`src/rtl/spi_pkg.sv`:
```
// Shared widths, limits and controller state encoding for the SPI write controller.
package spi_pkg;

    localparam int ADDR_W   = 7;
    localparam int DATA_W   = 8;
    localparam int FRAME_W  = 16;
    localparam int MAX_ADDR = 4;
    localparam logic WRITE_BIT = 1'b1;

    typedef enum logic [2:0] {
        ST_IDLE,
        ST_SETUP,
        ST_HIGH,
        ST_LOW,
        ST_GAP,
        ST_ERR
    } spi_state_e;

    function automatic logic [FRAME_W-1:0] build_frame(input logic [ADDR_W-1:0] addr,
                                                        input logic [DATA_W-1:0] data);
        return {WRITE_BIT, addr, data};
    endfunction

endpackage

```
`src/rtl/spi_clkgen.sv`:
```
// SCLK phase timer: phase_done strobes on the last cycle of every CLK_DIV-cycle phase while en is high.
module spi_clkgen #(
    parameter int CLK_DIV = 8
) (
    input  logic clk,
    input  logic rst_n,
    input  logic en,
    output logic phase_done
);

    localparam int CNT_W = (CLK_DIV > 1) ? $clog2(CLK_DIV) : 1;
    localparam logic [CNT_W-1:0] LAST = CNT_W'(CLK_DIV - 1);

    logic [CNT_W-1:0] cnt_q, cnt_d;

    always_comb begin
        cnt_d = cnt_q;
        if (!en || cnt_q == LAST) begin
            cnt_d = '0;
        end else begin
            cnt_d = cnt_q + CNT_W'(1);
        end
    end

    assign phase_done = en && (cnt_q == LAST);

    always_ff @(posedge clk or negedge rst_n) begin
        if (!rst_n) begin
            cnt_q <= '0;
        end else begin
            cnt_q <= cnt_d;
        end
    end

endmodule

```
`src/rtl/spi_controller.sv`:
```
// SPI write controller: one 16-bit frame {1, addr, data} per accepted request, MSB first.
// Optional SPI_CONTROLLER_ADDR_CHECK_EN rejects addresses above MAX_ADDR with an err pulse.
module spi_controller
    import spi_pkg::*;
#(
    parameter int CLK_DIV = 8,
    parameter int CS_GAP  = 16
) (
    input  logic              clk,
    input  logic              rst_n,
    input  logic              req_valid,
    output logic              req_ready,
    input  logic [ADDR_W-1:0] req_addr,
    input  logic [DATA_W-1:0] req_data,
    output logic              SCLK,
    output logic              COPI,
    output logic              nCS,
    output logic              done,
    output logic              err
);

    // A request is taken on a rising edge where req_valid && req_ready; req_ready is high only in IDLE.
    localparam int BIT_W = $clog2(FRAME_W);
    localparam int GAP_W = $clog2(CS_GAP);
    localparam logic [GAP_W-1:0] GAP_LAST = GAP_W'(CS_GAP - 1);

    spi_state_e         state_q, state_d;
    logic [FRAME_W-1:0] frame_q, frame_d;
    logic [BIT_W-1:0]   bit_q, bit_d;
    logic [GAP_W-1:0]   gap_q, gap_d;
    logic               ready_q, ready_d;
    logic               sclk_q, sclk_d;
    logic               copi_q, copi_d;
    logic               ncs_q, ncs_d;
    logic               done_q, done_d;
    logic               err_q, err_d;
    logic               phase_en;
    logic               phase_done;
    logic [FRAME_W-1:0] new_frame;
    logic               addr_bad;

    assign phase_en  = (state_q == ST_SETUP) || (state_q == ST_HIGH) || (state_q == ST_LOW);
    assign new_frame = build_frame(req_addr, req_data);

`ifdef SPI_CONTROLLER_ADDR_CHECK_EN
    assign addr_bad = (req_addr > ADDR_W'(MAX_ADDR));
`else
    assign addr_bad = 1'b0;
`endif

    spi_clkgen #(.CLK_DIV(CLK_DIV)) u_clkgen (
        .clk        (clk),
        .rst_n      (rst_n),
        .en         (phase_en),
        .phase_done (phase_done)
    );

    always_comb begin
        state_d = state_q;
        frame_d = frame_q;
        bit_d   = bit_q;
        gap_d   = gap_q;
        ready_d = ready_q;
        sclk_d  = sclk_q;
        copi_d  = copi_q;
        ncs_d   = ncs_q;
        done_d  = 1'b0;
        err_d   = 1'b0;
        case (state_q)
            ST_IDLE: begin
                ready_d = 1'b1;
                if (req_valid && ready_q) begin
                    ready_d = 1'b0;
                    frame_d = new_frame;
                    if (addr_bad) begin
                        state_d = ST_ERR;
                        err_d   = 1'b1;
                    end else begin
                        state_d = ST_SETUP;
                        ncs_d   = 1'b0;
                        sclk_d  = 1'b0;
                        copi_d  = new_frame[FRAME_W-1];
                        bit_d   = BIT_W'(FRAME_W - 1);
                    end
                end
            end
            ST_ERR: begin
                state_d = ST_IDLE;
                ready_d = 1'b1;
            end
            ST_SETUP: begin
                if (phase_done) begin
                    state_d = ST_HIGH;
                    sclk_d  = 1'b1;
                end
            end
            ST_HIGH: begin
                if (phase_done) begin
                    state_d = ST_LOW;
                    sclk_d  = 1'b0;
                    // Bit 0 stays on COPI through the final LOW phase.
                    if (bit_q != '0) begin
                        copi_d = frame_q[bit_q - BIT_W'(1)];
                    end
                end
            end
            ST_LOW: begin
                if (phase_done) begin
                    if (bit_q == '0) begin
                        state_d = ST_GAP;
                        ncs_d   = 1'b1;
                        copi_d  = 1'b0;
                        done_d  = 1'b1;
                        gap_d   = '0;
                    end else begin
                        state_d = ST_HIGH;
                        sclk_d  = 1'b1;
                        bit_d   = bit_q - BIT_W'(1);
                    end
                end
            end
            ST_GAP: begin
                if (gap_q == GAP_LAST) begin
                    state_d = ST_IDLE;
                    ready_d = 1'b1;
                    gap_d   = '0;
                end else begin
                    gap_d = gap_q + GAP_W'(1);
                end
            end
            default: begin
                state_d = ST_IDLE;
            end
        endcase
    end

    always_ff @(posedge clk or negedge rst_n) begin
        if (!rst_n) begin
            state_q <= ST_IDLE;
            frame_q <= '0;
            bit_q   <= '0;
            gap_q   <= '0;
            ready_q <= 1'b0;
            sclk_q  <= 1'b0;
            copi_q  <= 1'b0;
            ncs_q   <= 1'b1;
            done_q  <= 1'b0;
            err_q   <= 1'b0;
        end else begin
            state_q <= state_d;
            frame_q <= frame_d;
            bit_q   <= bit_d;
            gap_q   <= gap_d;
            ready_q <= ready_d;
            sclk_q  <= sclk_d;
            copi_q  <= copi_d;
            ncs_q   <= ncs_d;
            done_q  <= done_d;
            err_q   <= err_d;
        end
    end

    assign req_ready = ready_q;
    assign SCLK      = sclk_q;
    assign COPI      = copi_q;
    assign nCS       = ncs_q;
    assign done      = done_q;
    assign err       = err_q;

endmodule

```
`config.mk`:
```
export PLATFORM = sky130hd
export DESIGN_NAME = spi_controller
export DESIGN_NICKNAME = d
export VERILOG_FILES = /design/src/rtl/spi_pkg.sv /design/src/rtl/spi_clkgen.sv /design/src/rtl/spi_controller.sv
export SDC_FILE = /design/constraint.sdc
export NUM_CORES = 1
export LEC_CHECK = 0
export ABC_AREA = 1
export CAP_MARGIN = 20
export CORE_MARGIN = 4
export CORE_UTILIZATION = 35
export CTS_BUF_LIST = sky130_fd_sc_hd__clkbuf_4 sky130_fd_sc_hd__clkbuf_8 sky130_fd_sc_hd__clkbuf_16
export DETAILED_ROUTE_END_ITERATION = 8
export GPL_TIMING_DRIVEN = 1
export PLACE_DENSITY_LB_ADDON = 0.15
export SYNTH_ARGS = -nofsm -noshare
export SYNTH_HDL_FRONTEND = slang
export SYNTH_SLANG_ARGS = --single-unit
```
`constraint.sdc`:
```
create_clock -name clk -period 2.75 [get_ports clk]
set_clock_uncertainty 0.2 [all_clocks]
set_input_delay 0.55 -clock clk [delete_from_list [all_inputs] [get_ports clk]]
set_output_delay 0.55 -clock clk [all_outputs]
set_load 0.01 [all_outputs]
```
## After elaboration in Yosys (flattened, before gate mapping)

Index checks and enable logic that the tools add are counted.

- Bits in registers: 35
- Input bits: 18
- Output and inout bits: 6
- Logic and storage cells: 90

- Add/subtract/negate cells: 3
- Order comparisons: 1
- Equal/unequal tests: 15
- Mux-type cells: 39
- Reductions and logical operators: 22

Operators with widths:

| operator | count |
|---|---|
| $mux W4 | 6 |
| $mux W3 | 7 |
| $mux W1 | 18 |
| $pmux W4 S2 | 2 |
| $pmux W3 S5 | 1 |
| $ne A2 B2 Y1 const B | 6 |
| $reduce_and A6 Y1 | 2 |
| $eq A3 B3 Y1 const B | 3 |
| $reduce_and A4 Y1 | 2 |
| $reduce_bool A4 Y1 | 2 |
| $eq A3 B2 Y1 const B | 2 |
| $pmux W1 S3 | 2 |
| $reduce_bool A3 Y1 | 2 |
| $lt A4 B5 Y1 const B | 1 |
| $reduce_and A5 Y1 | 1 |
| $add A4 B1 Y4 const B | 1 |
| $bmux W1 S4 | 1 |
| $eq A4 B4 Y1 const B | 1 |
| $logic_not A4 Y1 | 1 |
| $ne A2 B1 Y1 const B | 2 |
| $pmux W1 S4 | 1 |
| $reduce_and A2 Y1 | 2 |
| $reduce_bool A2 Y1 | 2 |
| $sub A4 B1 Y4 const B | 1 |
| 8 further kinds | 11 |

## Longest topological paths before layout

- Word-level depth: 6
- Mapped depth: 11
- Depth with buffers taken out: 9

## By module

Synthesis repeated with hierarchy kept, for this count alone.

- Cells, all modules: 229
- Area, all modules: 1831.8 um2

By module, submodules not included:

| module | times used | cells each | area an instance (um2) | sequential area each (um2) |
|---|---|---|---|---|
| spi_controller | 1 | 215 | 1695.4 | 802.0 |
| spi_clkgen | 1 | 14 | 136.4 | 75.1 |

## Worst setup path before layout

OpenSTA, ideal clock, no wires.

- Path type: register -> register
- Start point: reg bit_q[0]
- End point: reg bit_q[2]
- Setup time: 0.133 ns
- Data arrival time: 1.475 ns
- Required time: 2.417 ns
- Path slack: 0.942 ns
- Cell stages (with the launch flop): 11
- Buffers on the path: 2
- Clock period less this slack: 1.808 ns
- Path through: dfrtp_1 > buf_4 > inv_1 > buf_4 > ha_1 > nand3_1 > nand4_1 > nand2_2 > nand2_4 > nor2_4 > a22oi_2

- Cells in the longest elaborated chain, start to end: 4
- Elaborated cells on any way between the ends: 7
- Classes of those cells: add/sub (1); eq/ne (1); mux (3); reduce/logical (2)

Ends and longest elaborated chain:

| element | RTL line | RTL |
|---|---|---|
| from (decl) | spi_controller.sv:29 | `logic [BIT_W-1:0] bit_q, bit_d;` |
| from (signal assigned) | spi_controller.sv:152 | `bit_q <= bit_d;` |
| $sub A4 B1 Y4 | spi_controller.sv:118 | `bit_d = bit_q - BIT_W'(1);` |
| $mux W4 | spi_controller.sv:109 | `if (bit_q == '0) begin` |
| $mux W4 | spi_controller.sv:108 | `if (phase_done) begin` |
| $pmux W4 S2 | spi_controller.sv:69 | `case (state_q)` |

Parallel ways exist; a longest one is shown, timed or not. The select of a mux whose other input is x is not followed.
A chain may end at the register's enable or synchronous reset.

## Final worst setup path

- Start point: reg ncs_q, in the netlist nCS
- End point: out nCS

RTL lines:

| element | RTL line | RTL |
|---|---|---|
| from (decl) | spi_controller.sv:34 | `logic ncs_q, ncs_d;` |
| from (signal assigned) | spi_controller.sv:157 | `ncs_q <= ncs_d;` |
| to (decl) | spi_controller.sv:17 | `output logic nCS,` |

No word-level cell between the ends.

==> results.md <==
* DRT Wirelength at ~3.7 mm
* Post-route minimum period at approximately 2.1 ns
* # setup viols final at 0
* Post-CTS sizing at 0
* Drt wl/cell at 11.5 um
* Final hold vios at 0
* Leak at between 0.001 and 0.0015 uW
* Cells after DPL at 314
* CP Launch Type: register
* Height of the die at between 80 and 90 um
* GPL Wtd Cong at about 0.77
* Post-Syn Area at 0.00193 sq mm
* Worst min path class: register to register
* FF+latch count, synth at 35
* N_diodes at 0
* # clock sinks at 35
* Fraction of layout cells with a size suffix above 1 at between 10% and 20%
* Sequential element share of the synthesized area at 45.4%
* Synth top area cells: dfrtp_1 (44%), nand2_1 (11%), nand3_1 (5.4%)
* Buffer depth of the longest clock path at 2
* Routed via count at 1429
* First-pass GRT wire length at 6.36 mm
* Final HPWL DP at about 2.7 mm
* Unrepaired setup endpoints after global routing: no
* CTS Hold Bufs at 0
* Status: finished, final reports clean
* Slew Limit Headroom at 57.9%
* Area leader, netlist: dfrtp_1
* Initial antenna violation count at 0
* Worst skew pair latency at roughly 0.29 ns
* Setup TNS at 0 ns
* Post-CTS setup buffer count at 0
* CP bufs+invs at 1
* Place WS at 0.503 ns
* Critical Path AT at 1.35 ns
* Total core area at approximately 0.0052 sq mm
* Crit Path Max Fanout at 2
* Worst setup margin at 0.649 ns
* Period utilization at 76.4%
* Top delay family on crit path: flip-flops
* Syn. warnings at 0
* H-tree depth at 2
* VDD IR-drop max at 0.300 mV
* Slowest-stage cell, CP: dfstp_2
* 1st-iter DRT viols at ~60
* Layout area overhead at 18.4%
* TritonCTS clock tree: built
* P per Cell Area at 423 mW/mm^2
* Vias in the first global route at 1412
* Layout Nets at 274
* Antenna-violating nets left at 0
* FP Rows at 26
* CP Cell Sequence: clkdlybuf4s50_1
* Worst setup path class: register to output port
* First-pass iteration count of the detailed router at 4
* Worst-path clk slew at around 0.070 ns
* Hold slack at 0.233 ns
* Total grt overflow at 0
* Die width at 82.3 um
* Non-Filler Instances at about 320
* Post-synth cell types at 30
* Max Slew Vio Count at 0
* Post-synth top area share at between 40% and 50%
* Largest net degree at the start of global routing at 36
* Fin util at 43.7%
* Root buffer cell: clkbuf_8
* Slowest Stage Delay on Critical Path at 0.54 ns
* Crit. End Element: output port
* Initial Util at 36.9%
* WP data required at 2.00 ns
* DR vias/cell at ~4.4
* I/O pin count at 24
* FMAX at 476 MHz
* Syn avg cell area at 8.47 sq um
* Worst-Margin Slew at ~0.63 ns
* Die Area at 0.00677 sq mm
* Num CTS Buffers at 5
* Net count after synthesis at 251
* Port buffer count at 22
* Total GRT Usage at 12.3%
* Max_cap viols at 0
* Post-route DRC violation count at 0
* Cells after synthesis at 228
## worst paths after layout
check,slack (ns),start,endpoint,cells after the start
worst max-delay path,0.65,nCS,nCS,1
worst min-delay path,0.23,u_clkgen.cnt_q[0],u_clkgen.cnt_q[0],1
worst max register to register,0.67,bit_q[0],bit_q[2],8
worst min register to register,0.23,u_clkgen.cnt_q[0],u_clkgen.cnt_q[0],1
max in group asynchronous,1.53,rst_n,nCS,2
min in group asynchronous,0.49,rst_n,frame_q[11],2
## cell type report
cell class              instances  area (sq um)
inverters                      35           136
fillers                       537          2950
flip-flops and latches         35           877
multi-input cells             151           855
repair buffers                 23           228
clock buffers                   8           104
well taps                      70          87.6
## cell families after synthesis
| logic type | after synthesis | share of synthesized area, % |
|---|---|---|
| simple gates | 110 | 28.8 |
| buf+inv | 42 | 10.4 |
| flops | 35 | 45.4 |
| compound gates | 33 | 11.1 |
| fa+ha+maj | 5 | 3.24 |
| xor+xnor | 2 | 0.907 |
| other cells | 1 | 0.194 |
## cell usage in the layout, fill, tap and decap left out
cell             synthesis  layout
inv_6                    1       1
nor3_1                   2       2
nor3_2                   1       1
conb_1                   1       1
buf_4                    4       1
xor2_1                   1       1
a22oi_2                  3       3
dfrtp_1                 34      34
inv_1                   27      27
o21ai_0                  9       9
clkbuf_8                 0       7
nand2_1                 56      56
nand2_2                  3       3
nor2_4                   5       5
xnor2_1                  1       1
a21oi_4                  1       1
nand3_1                 21      21
o21ai_1                 12      12
nand2_4                  4       4
and3_4                   1       1
clkbuf_4                 0       1
a22o_1                   1       1
ha_1                     5       5
nand3_4                  1       1
inv_2                    7       7
nand4_1                  1       1
dfstp_2                  1       1
o21ai_2                  3       3
clkdlybuf4s50_1          0      22
nor2_2                   4       4
a21oi_1                  4       4
nor2_1                  11      11
## metal layers
layer / wire (um) / part of all wire [%] / track usage (%) / vias to the layer above
met5: 0 / 0 / 0 / -
met4: 62 / 1.7 / 5.32 / 0
met3: 153 / 4.1 / 3.36 / 9
met2: 1640 / 44 / 19.7 / 22
met1: 1850 / 50 / 15.5 / 633
li1: - / - / - / 765
## synth_stat cells, drive strengths merged
cell type   n
dfstp       1
nand3      22
xor2        1
buf         7
dfrtp      34
nor3        3
a21oi       5
conb        1
xnor2       1
o21ai      24
inv        35
nand4       1
nor2       20
a22oi       3
and3        1
nand2      63
a22o        1
ha          5
## registers in the layout, summed over array words and instances, names as in the netlist
| register | cells |
|---|---|
| state_q | 3 |
| nCS | 1 |
| SCLK | 1 |
| gap_q | 4 |
| done | 1 |
| COPI | 1 |
| frame_q | 16 |
| bit_q | 4 |
| u_clkgen.cnt_q | 3 |
| req_ready | 1 |
## power by group
part	total (uW)	internal, uW	switching, uW
combinational	35.5	21.8	13.7
sequential	515	515	0
clock	418	238	180
total	968	775	193
## stage by stage
stage / instance area, sq um / total power, uW
2_1_floorplan: 1930 / 526
3_3_place_gp: 2180 / 561
3_5_place_dp: 2180 / 561
4_1_cts: 2290 / 987
5_1_grt: 2290 / 1020
6_report: 2290 / 968
Note: power is estimated with default switching activity, not from simulation.
